$ cat src/rtl/conv3x3_engine_pkg.sv
// rtl/conv3x3_engine_pkg.sv - shared state encoding and kernel constants for the 3x3 convolution engine
package conv3x3_engine_pkg;

    typedef enum logic [1:0] {
        ST_IDLE = 2'd0,
        ST_RUN  = 2'd1,
        ST_DONE = 2'd2
    } state_e;

    localparam int KERNEL_TAPS = 9;

endpackage

$ cat src/rtl/conv3x3_line_buffer.sv
// rtl/conv3x3_line_buffer.sv - two-row line buffer plus 3x3 window exposing nine taps
// Taps show the window as it is once the pixel on pix_i lands, so the MAC can use them in the same cycle.
module conv3x3_line_buffer
    import conv3x3_engine_pkg::*;
#(
    parameter int DATA_WIDTH = 8,
    parameter int IMG_WIDTH  = 6,
    localparam int COL_W     = $clog2(IMG_WIDTH)
) (
    input  logic                              clk,
    input  logic                              rst,
    input  logic                              clear_i,
    input  logic                              shift_i,
    input  logic [COL_W-1:0]                  col_i,
    input  logic [DATA_WIDTH-1:0]             pix_i,
    output logic [KERNEL_TAPS*DATA_WIDTH-1:0] taps_o
);

    logic [DATA_WIDTH-1:0] lb1_q [IMG_WIDTH];
    logic [DATA_WIDTH-1:0] lb2_q [IMG_WIDTH];
    logic [DATA_WIDTH-1:0] win_q [3][2];
    logic [DATA_WIDTH-1:0] new_col [3];

    // Newest window column: row r-2, row r-1, current pixel.
    always_comb begin
        new_col[0] = lb2_q[col_i];
        new_col[1] = lb1_q[col_i];
        new_col[2] = pix_i;
    end

    always_comb begin
        taps_o = '0;
        for (int dr = 0; dr < 3; dr++) begin
            taps_o[(dr*3+0)*DATA_WIDTH +: DATA_WIDTH] = win_q[dr][0];
            taps_o[(dr*3+1)*DATA_WIDTH +: DATA_WIDTH] = win_q[dr][1];
            taps_o[(dr*3+2)*DATA_WIDTH +: DATA_WIDTH] = new_col[dr];
        end
    end

    always_ff @(posedge clk) begin
        if (rst || clear_i) begin
            for (int i = 0; i < IMG_WIDTH; i++) begin
                lb1_q[i] <= '0;
                lb2_q[i] <= '0;
            end
            for (int dr = 0; dr < 3; dr++) begin
                win_q[dr][0] <= '0;
                win_q[dr][1] <= '0;
            end
        end else if (shift_i) begin
            lb1_q[col_i] <= pix_i;
            lb2_q[col_i] <= lb1_q[col_i];
            for (int dr = 0; dr < 3; dr++) begin
                win_q[dr][0] <= win_q[dr][1];
                win_q[dr][1] <= new_col[dr];
            end
        end
    end

endmodule

$ cat src/rtl/conv3x3_engine.sv
// rtl/conv3x3_engine.sv - streaming 3x3 valid convolution over one raster-order frame
module conv3x3_engine
    import conv3x3_engine_pkg::*;
#(
    parameter int DATA_WIDTH = 8,
    parameter int ACC_WIDTH  = 16,
    parameter int IMG_HEIGHT = 6,
    parameter int IMG_WIDTH  = 6
) (
    input  logic                               clk,
    input  logic                               rst,
    input  logic                               start,
    input  logic signed [DATA_WIDTH-1:0]       in_data,
    input  logic                               in_valid,
    output logic                               in_ready,
    input  logic [KERNEL_TAPS*DATA_WIDTH-1:0]  weight_flat,
    output logic signed [ACC_WIDTH-1:0]        out_data,
    output logic                               out_valid,
    input  logic                               out_ready,
    output logic                               done
);

    localparam int NUM_PIX = IMG_HEIGHT * IMG_WIDTH;
    localparam int NUM_OUT = (IMG_HEIGHT - 2) * (IMG_WIDTH - 2);
    localparam int COL_W   = $clog2(IMG_WIDTH);
    localparam int ROW_W   = $clog2(IMG_HEIGHT);
    localparam int PIX_W   = $clog2(NUM_PIX + 1);
    localparam int OUT_W   = $clog2(NUM_OUT + 1);
    localparam int SUM_W   = (ACC_WIDTH > 2*DATA_WIDTH + 4) ? ACC_WIDTH : 2*DATA_WIDTH + 4;

    state_e                            state_q, state_d;
    logic [KERNEL_TAPS*DATA_WIDTH-1:0] weights_q;
    logic [KERNEL_TAPS*DATA_WIDTH-1:0] taps;
    logic [ROW_W-1:0]                  row_q;
    logic [COL_W-1:0]                  col_q;
    logic [PIX_W-1:0]                  pix_cnt_q;
    logic [OUT_W-1:0]                  out_cnt_q;
    logic                              out_valid_q, out_valid_d;
    logic signed [ACC_WIDTH-1:0]       out_data_q, out_data_d;
    logic signed [SUM_W-1:0]           mac_sum;
    logic                              start_frame, pix_fire, out_fire, win_ready, last_out;

    assign start_frame = (state_q == ST_IDLE) && start;
    assign pix_fire    = in_valid && in_ready;
    assign out_fire    = out_valid_q && out_ready;
    assign win_ready   = (row_q >= ROW_W'(2)) && (col_q >= COL_W'(2));
    assign last_out    = out_fire && (out_cnt_q == OUT_W'(NUM_OUT - 1));

    conv3x3_line_buffer #(
        .DATA_WIDTH (DATA_WIDTH),
        .IMG_WIDTH  (IMG_WIDTH)
    ) u_line_buffer (
        .clk     (clk),
        .rst     (rst),
        .clear_i (start_frame),
        .shift_i (pix_fire),
        .col_i   (col_q),
        .pix_i   (in_data),
        .taps_o  (taps)
    );

    always_ff @(posedge clk) begin
        if (rst) begin
            state_q <= ST_IDLE;
        end else begin
            state_q <= state_d;
        end
    end

    always_comb begin
        state_d = state_q;
        case (state_q)
            ST_IDLE: if (start)    state_d = ST_RUN;
            ST_RUN:  if (last_out) state_d = ST_DONE;
            ST_DONE:               state_d = ST_IDLE;
            default:               state_d = ST_IDLE;
        endcase
    end

    always_comb begin
        in_ready = (state_q == ST_RUN) && (pix_cnt_q < PIX_W'(NUM_PIX)) && (!out_valid_q || out_ready);
        done     = (state_q == ST_DONE);
    end

    // Products are widened before summing; the final slice gives two's-complement wrap.
    always_comb begin
        mac_sum = '0;
        for (int k = 0; k < KERNEL_TAPS; k++) begin
            mac_sum = mac_sum + SUM_W'($signed(weights_q[k*DATA_WIDTH +: DATA_WIDTH])
                                     * $signed(taps[k*DATA_WIDTH +: DATA_WIDTH]));
        end
    end

    always_comb begin
        out_valid_d = out_valid_q;
        out_data_d  = out_data_q;
        if (out_fire) begin
            out_valid_d = 1'b0;
        end
        if (pix_fire && win_ready) begin
            out_valid_d = 1'b1;
            out_data_d  = mac_sum[ACC_WIDTH-1:0];
        end
    end

    always_ff @(posedge clk) begin
        if (rst) begin
            weights_q   <= '0;
            row_q       <= '0;
            col_q       <= '0;
            pix_cnt_q   <= '0;
            out_cnt_q   <= '0;
            out_valid_q <= 1'b0;
            out_data_q  <= '0;
        end else if (start_frame) begin
            weights_q   <= weight_flat;
            row_q       <= '0;
            col_q       <= '0;
            pix_cnt_q   <= '0;
            out_cnt_q   <= '0;
            out_valid_q <= 1'b0;
            out_data_q  <= out_data_q;
        end else begin
            out_valid_q <= out_valid_d;
            out_data_q  <= out_data_d;
            if (pix_fire) begin
                pix_cnt_q <= pix_cnt_q + PIX_W'(1);
                if (col_q == COL_W'(IMG_WIDTH - 1)) begin
                    col_q <= '0;
                    row_q <= row_q + ROW_W'(1);
                end else begin
                    col_q <= col_q + COL_W'(1);
                end
            end
            if (out_fire) begin
                out_cnt_q <= out_cnt_q + OUT_W'(1);
            end
        end
    end

    assign out_valid = out_valid_q;
    assign out_data  = out_data_q;

endmodule

$ cat config.mk
export PLATFORM = sky130hd
export DESIGN_NAME = conv3x3_engine
export DESIGN_NICKNAME = d
export VERILOG_FILES = /design/src/rtl/conv3x3_engine_pkg.sv /design/src/rtl/conv3x3_line_buffer.sv /design/src/rtl/conv3x3_engine.sv
export SDC_FILE = /design/constraint.sdc
export NUM_CORES = 2
export LEC_CHECK = 0
export BUFFER_PORTS_ARGS = -buffer_cell sky130_fd_sc_hd__buf_2
export CAP_MARGIN = 0
export CORE_AREA = 2 2 340 342
export DETAILED_ROUTE_END_ITERATION = 10
export DIE_AREA = 0 0 342 344
export GPL_ROUTABILITY_DRIVEN = 0
export PLACE_DENSITY_LB_ADDON = 0.1
export SETUP_SLACK_MARGIN = 0.05
export SKIP_LAST_GASP = 1
export SYNTH_ARGS = -nofsm -noshare
export SYNTH_HDL_FRONTEND = slang
export SYNTH_SLANG_ARGS = --single-unit
$ cat constraint.sdc
create_clock -name clk -period 8.74 [get_ports clk]
set_clock_uncertainty 0.2 [all_clocks]
set_input_delay 1.311 -clock clk [delete_from_list [all_inputs] [get_ports clk]]
set_output_delay 1.311 -clock clk [all_outputs]
set_load 0.01 [all_outputs]
# Word level (Yosys, flattened, before mapping)
# Memories as Yosys holds them, arrays and structs flattened. A register that Yosys moved wholly into a read port is not among the register bits.
# Index checks and enable logic that the tools add are counted.
[totals]
regBits = 108
latchBits = 0
ram_bits = 144
mem_bits_ro = 0
input_bits = 85
memories = 3
[op_classes]
add_sub_neg = 12
multipliers = 9
div = 0
order_cmp = 3
eq_ne = 6
n_shift = 0
n_mux = 27
bitwise_logic = 7
reduce_logical = 19
[memory_table]
columns = ["memory", "depth", "word_bits", "read_ports", "rd_ports_with_merged_regs", "wr", "line", "source"]
rows = [
  ["u_line_buffer.lb1_q", 6, 8, 1, 1, 6, "conv3x3_line_buffer.sv:19", "logic [DATA_WIDTH-1:0] lb1_q [IMG_WIDTH];"],
  ["u_line_buffer.lb2_q", 6, 8, 1, 1, 6, "conv3x3_line_buffer.sv:20", "logic [DATA_WIDTH-1:0] lb2_q [IMG_WIDTH];"],
  ["u_line_buffer.win_q", 3, 16, 3, 0, 3, "conv3x3_line_buffer.sv:21", "logic [DATA_WIDTH-1:0] win_q [3][2];"],
]
[op_table]
columns = ["operator", "n"]
rows = [
  ["$mul 8x8->16", 9],
  ["$add 16x16->16", 8],
  ["$mux 8", 8],
  ["$mux 3", 7],
  ["$reduce_or 8->1", 2],
  ["$mux 1", 9],
  ["$logic_and 1x1->1", 8],
  ["$add 3x1->3 const B", 2],
  ["$add 6x1->6 const B", 1],
  ["$ge 3x2->1 const B", 2],
  ["$lt 6x6->1 const B", 1],
  ["$or 1x1->1", 6],
  ["$reduce_and 2->1", 3],
  ["$add 5x1->5 const B", 1],
  ["$eq 5x4->1 const B", 1],
  ["$mux 2", 2],
  ["$ne 2x2->1 const B", 2],
  ["$pmux 2 s2", 1],
  ["$eq 3x3->1 const B", 1],
  ["$eq 2x1->1 const B", 1],
  ["$eq 2x2->1 const B", 1],
  ["$logic_not 2->1", 1],
  ["$logic_or 1x1->1", 2],
  ["$reduce_bool 2->1", 1],
  ["3 further kinds", 3],
]

# Logic depth before layout (Yosys ltp)
# An unclocked memory read counts as a cell.
[depth]
depth_word = 10
mapped_depth = 35
depth_no_buf = 32

# By module
# A second synthesis with hierarchy kept.
[hier_totals]
cells_unflattened = 3312
hier_area_um2 = 34496.8
[modules_own_cells]
columns = ["mod", "n_inst", "cells_per_inst", "area_each_um2"]
rows = [
  ["conv3x3_engine", 1, 2818, 26958.4],
  ["conv3x3_line_buffer", 1, 494, 7538.5],
]

# Least setup slack after synthesis
# OpenSTA, ideal clock, no wires.
[synth_timing]
path_kind = "reg2reg"
startpoint = "register with a tool-made name"
endpoint = "register out_data_q[15] (netlist: out_data[15])"
setup_ps = 71
t_arrival_ps = 8825
setup_slack_ps = -356
path_stages_with_launch = 32
synth_period_minus_slack_ps = 9096
cell_sequence = "dfxtp_1 > clkbuf_1 > buf_2 > mux4_2 > mux2i_1 > buf_2 > nand2b_1 > fa_1 > inv_1 > fa_1 > fa_1 > fa_1 > inv_1 > fa_1 > inv_1 > fa_1 > fa_1 > fa_1 > fa_1 > inv_1 > fa_1 > inv_1 > ha_1 > a21o_1 > a21o_1 > a21o_1 > a21oi_1 > o21ai_0 > o31ai_1 > xnor2_1 > nand2_1 > a21oi_1"
[synth_lines]
columns = ["element", "line", "source"]
rows = [
  ["end signal, assigned", "conv3x3_engine.sv:122", "out_data_q <= out_data_q;"],
  ["end signal, assigned", "conv3x3_engine.sv:125", "out_data_q <= out_data_d;"],
  ["end, declared", "conv3x3_engine.sv:39", "logic signed [ACC_WIDTH-1:0] out_data_q, out_data_d;"],
]

==> results.toml <==
[clock_tree]
ctsHoldBuffers = 0
clkTransAtPathRegs_ns = 0.06
clk_latency_ns = 0.62
cts_buffers = 39
clockBufferDepth = 3
cts_root_buf = "clkbuf_16"
cts.sink_count = 287
cts_tree = "yes"
htreeDepth = 2

[floorplanning]
coreArea_um2 = 113900
io_pins = 104
die_y_um = 344
die_x_um = 342
die_area_um2 = 117600
rows = 124
start_util_pct = 29.82

[cells_and_area]
area_growth_syn_to_layout_pct = 16.54
drive_gt1_share_pct = 15.70
fillers = 11679
final_common_cell = "inv_1"
nets = 4315
final_cell_mix = "inv_1, fa_1, and2_1, nand2_1, ha_1"

[worst_setup_path]
path_delay_family = "adder cells"
crit_slowest_cell = "fa_2"
critPathLaunchType = "register"
slowest_delay_ns = 0.64
critical_path_class = "register to register"
crit_path_end_kind = "register"
cp.required_ns = 8.98
worstPathArrival_ns = 9.20
r2r_slack_ns = -0.22
critical_path.most_common_cell = "fa_1"
crit_buf_inv = 10
path_max_fanout = 6

[global_routing]
grt_pass1_vias = 24808
grt_antenna_before_repair = 1
grt_max_degree = 73
grt_pass1_wl_um = 163000
top_usage_layer = "met2"
gr-usage-met2_pct = 32.63
overflow = 0
grtUsageTotal_pct = 19.07
globalRouteMet1Util_pct = 25.16
grt_use_met3_pct = 3.147

[timing]
period_share_pct = 102.5
fin_crit_ns = 8.960
report.final.slew_viol_count = 0
fmax_ghz = 0.1116
setup-tns-final_ns = -0.6205
worst_slack_ns = -0.2204
hold_viol = 0
worstMarginPinSlew_ns = 1.143
final-setup-viol-count = 4
rsz0062_at_grt = "true"
slew_headroom_pct = 23.82

[detailed_routing]
vias = 21624
firstDrtPassIters = 5
drc = 0
final_antenna_net_count = 0
wl_per_cell_um = 22.17
drt_first_iter_violations = 1117
wl_um = 108600
via_per_inst = 4.414

[place]
portBuffers = 103
place.detailed.hpwl_um = 91600

[logic_synthesis]
avgSynthCellArea_um2 = 10.91
synth.distinct_cells = 44
syn_inst = 3113
synth_largest_area_cell = "fa_1"
syn_area_um2 = 33960
synth_top_area_share_pct = 40.62
ys_seq_area_share_pct = 22.11
mappedNetlistNets = 4075
synthTopCellsByArea = "fa_1, edfxtp_1, inv_1, ha_1, dfxtp_1"
synth-edff-count = 176
yosys_warnings = 0
async_reset_ff_share_pct = 0
synth_seq_cells = 287
synth_ff_type = "edfxtp_1"

[outcome]
violations = "setup timing"
outcome = "finished, violations left"

[job]
maxCapViolCount = 0

[worst_hold_path]
holdCritPathClass = "register to register"
[final timing paths]
path                 from            to  depth (start not counted)
max              register  out_data[13]                         32
min          out_data[10]  out_data[10]                          2
max reg2reg      register  out_data[13]                         32
min reg2reg  out_data[10]  out_data[10]                          2
[logic make-up after synthesis]
kind of cell / share of synthesized area, %
AOI/OAI and AO/OA: 2.694
xor gates and xnor gates: 2.439
adders and majority gates: 47.55
buffers and inverters: 9.511
DFF: 22.11
muxes: 2.694
and+or+nand+nor: 13.00
[layer usage]
| layer | wire length, um | vias up |
|---|---|---|
| li1 | - | 9820 |
| met1 | 48030 | 11358 |
| met2 | 53500 | 347 |
| met3 | 4470 | 99 |
| met4 | 2616 | 0 |
| met5 | 0 | - |
[registers in the layout, summed over array words and instances (netlist names), named ones only]
signal	count
col_q	3
out_cnt_q	5
out_data	16
out_valid	1
pix_cnt_q	6
row_q	3
state_q	2
u_line_buffer.lb1_q	64
u_line_buffer.lb2_q	64
u_line_buffer.win_q	48
weights_q	72
[layout make-up]
class,instances,area (um^2),share of cell area [%]
multi-input cells,1969,23710,59.91
flip-flops and latches,287,7511,18.98
inverters,755,2834,7.162
repair buffers,301,2258,5.707
well taps,1512,1892,4.781
clock buffers,51,1104,2.789
clock inverters,19,252.7,0.6387
diodes,5,12.51,0.03162
[through the flow]
step	worst slack [ns]	util (%)	hold slack, ns	cells	cell area [um^2]
after floorplan	0.06335	-	0.2408	3113	34000
after global placement	-0.7533	32.86	0.2392	4792	37420
after detailed placement	-0.7369	32.86	0.2469	4792	37420
after CTS	-0.3467	34.44	0.2550	4882	39220
after global routing	-0.5029	34.74	0.2749	4894	39560
final	-0.2204	34.75	0.2539	4899	39570
[cell usage after synthesis, drive strengths merged (6+ instances only)]
library cell  instances
o21ai                 9
and3                 56
xor2                 18
nand3                 7
xnor2                74
a21oi                25
clkbuf               85
nor2                 79
or2                  15
and2                259
a21o                  6
fa                  689
nor3                 11
a22o                 72
dfxtp               111
edfxtp              176
mux4                 32
nor2b                91
nand2b               59
nand2               235
mux2i                16
buf                  17
ha                  188
inv                 755
[worst min-delay path, cell delays in order (launching register included)]
cell and delay [ns]:
dfxtp_1 0.30, nand2_1 0.05, a21oi_1 0.05
[what timing repair did]
| item | 4_1_cts | 5_1_grt |
|---|---|---|
| setup endpoints to repair | 8 | 9 |
| pin swaps | 60 | 72 |
| gates cloned | 1 | 0 |
| setup buffers | 21 | 13 |
| resized for setup | 73 | 68 |
Power is not shown: default switching activity piles up to over one toggle a cycle in this logic, so the estimate is an artifact.
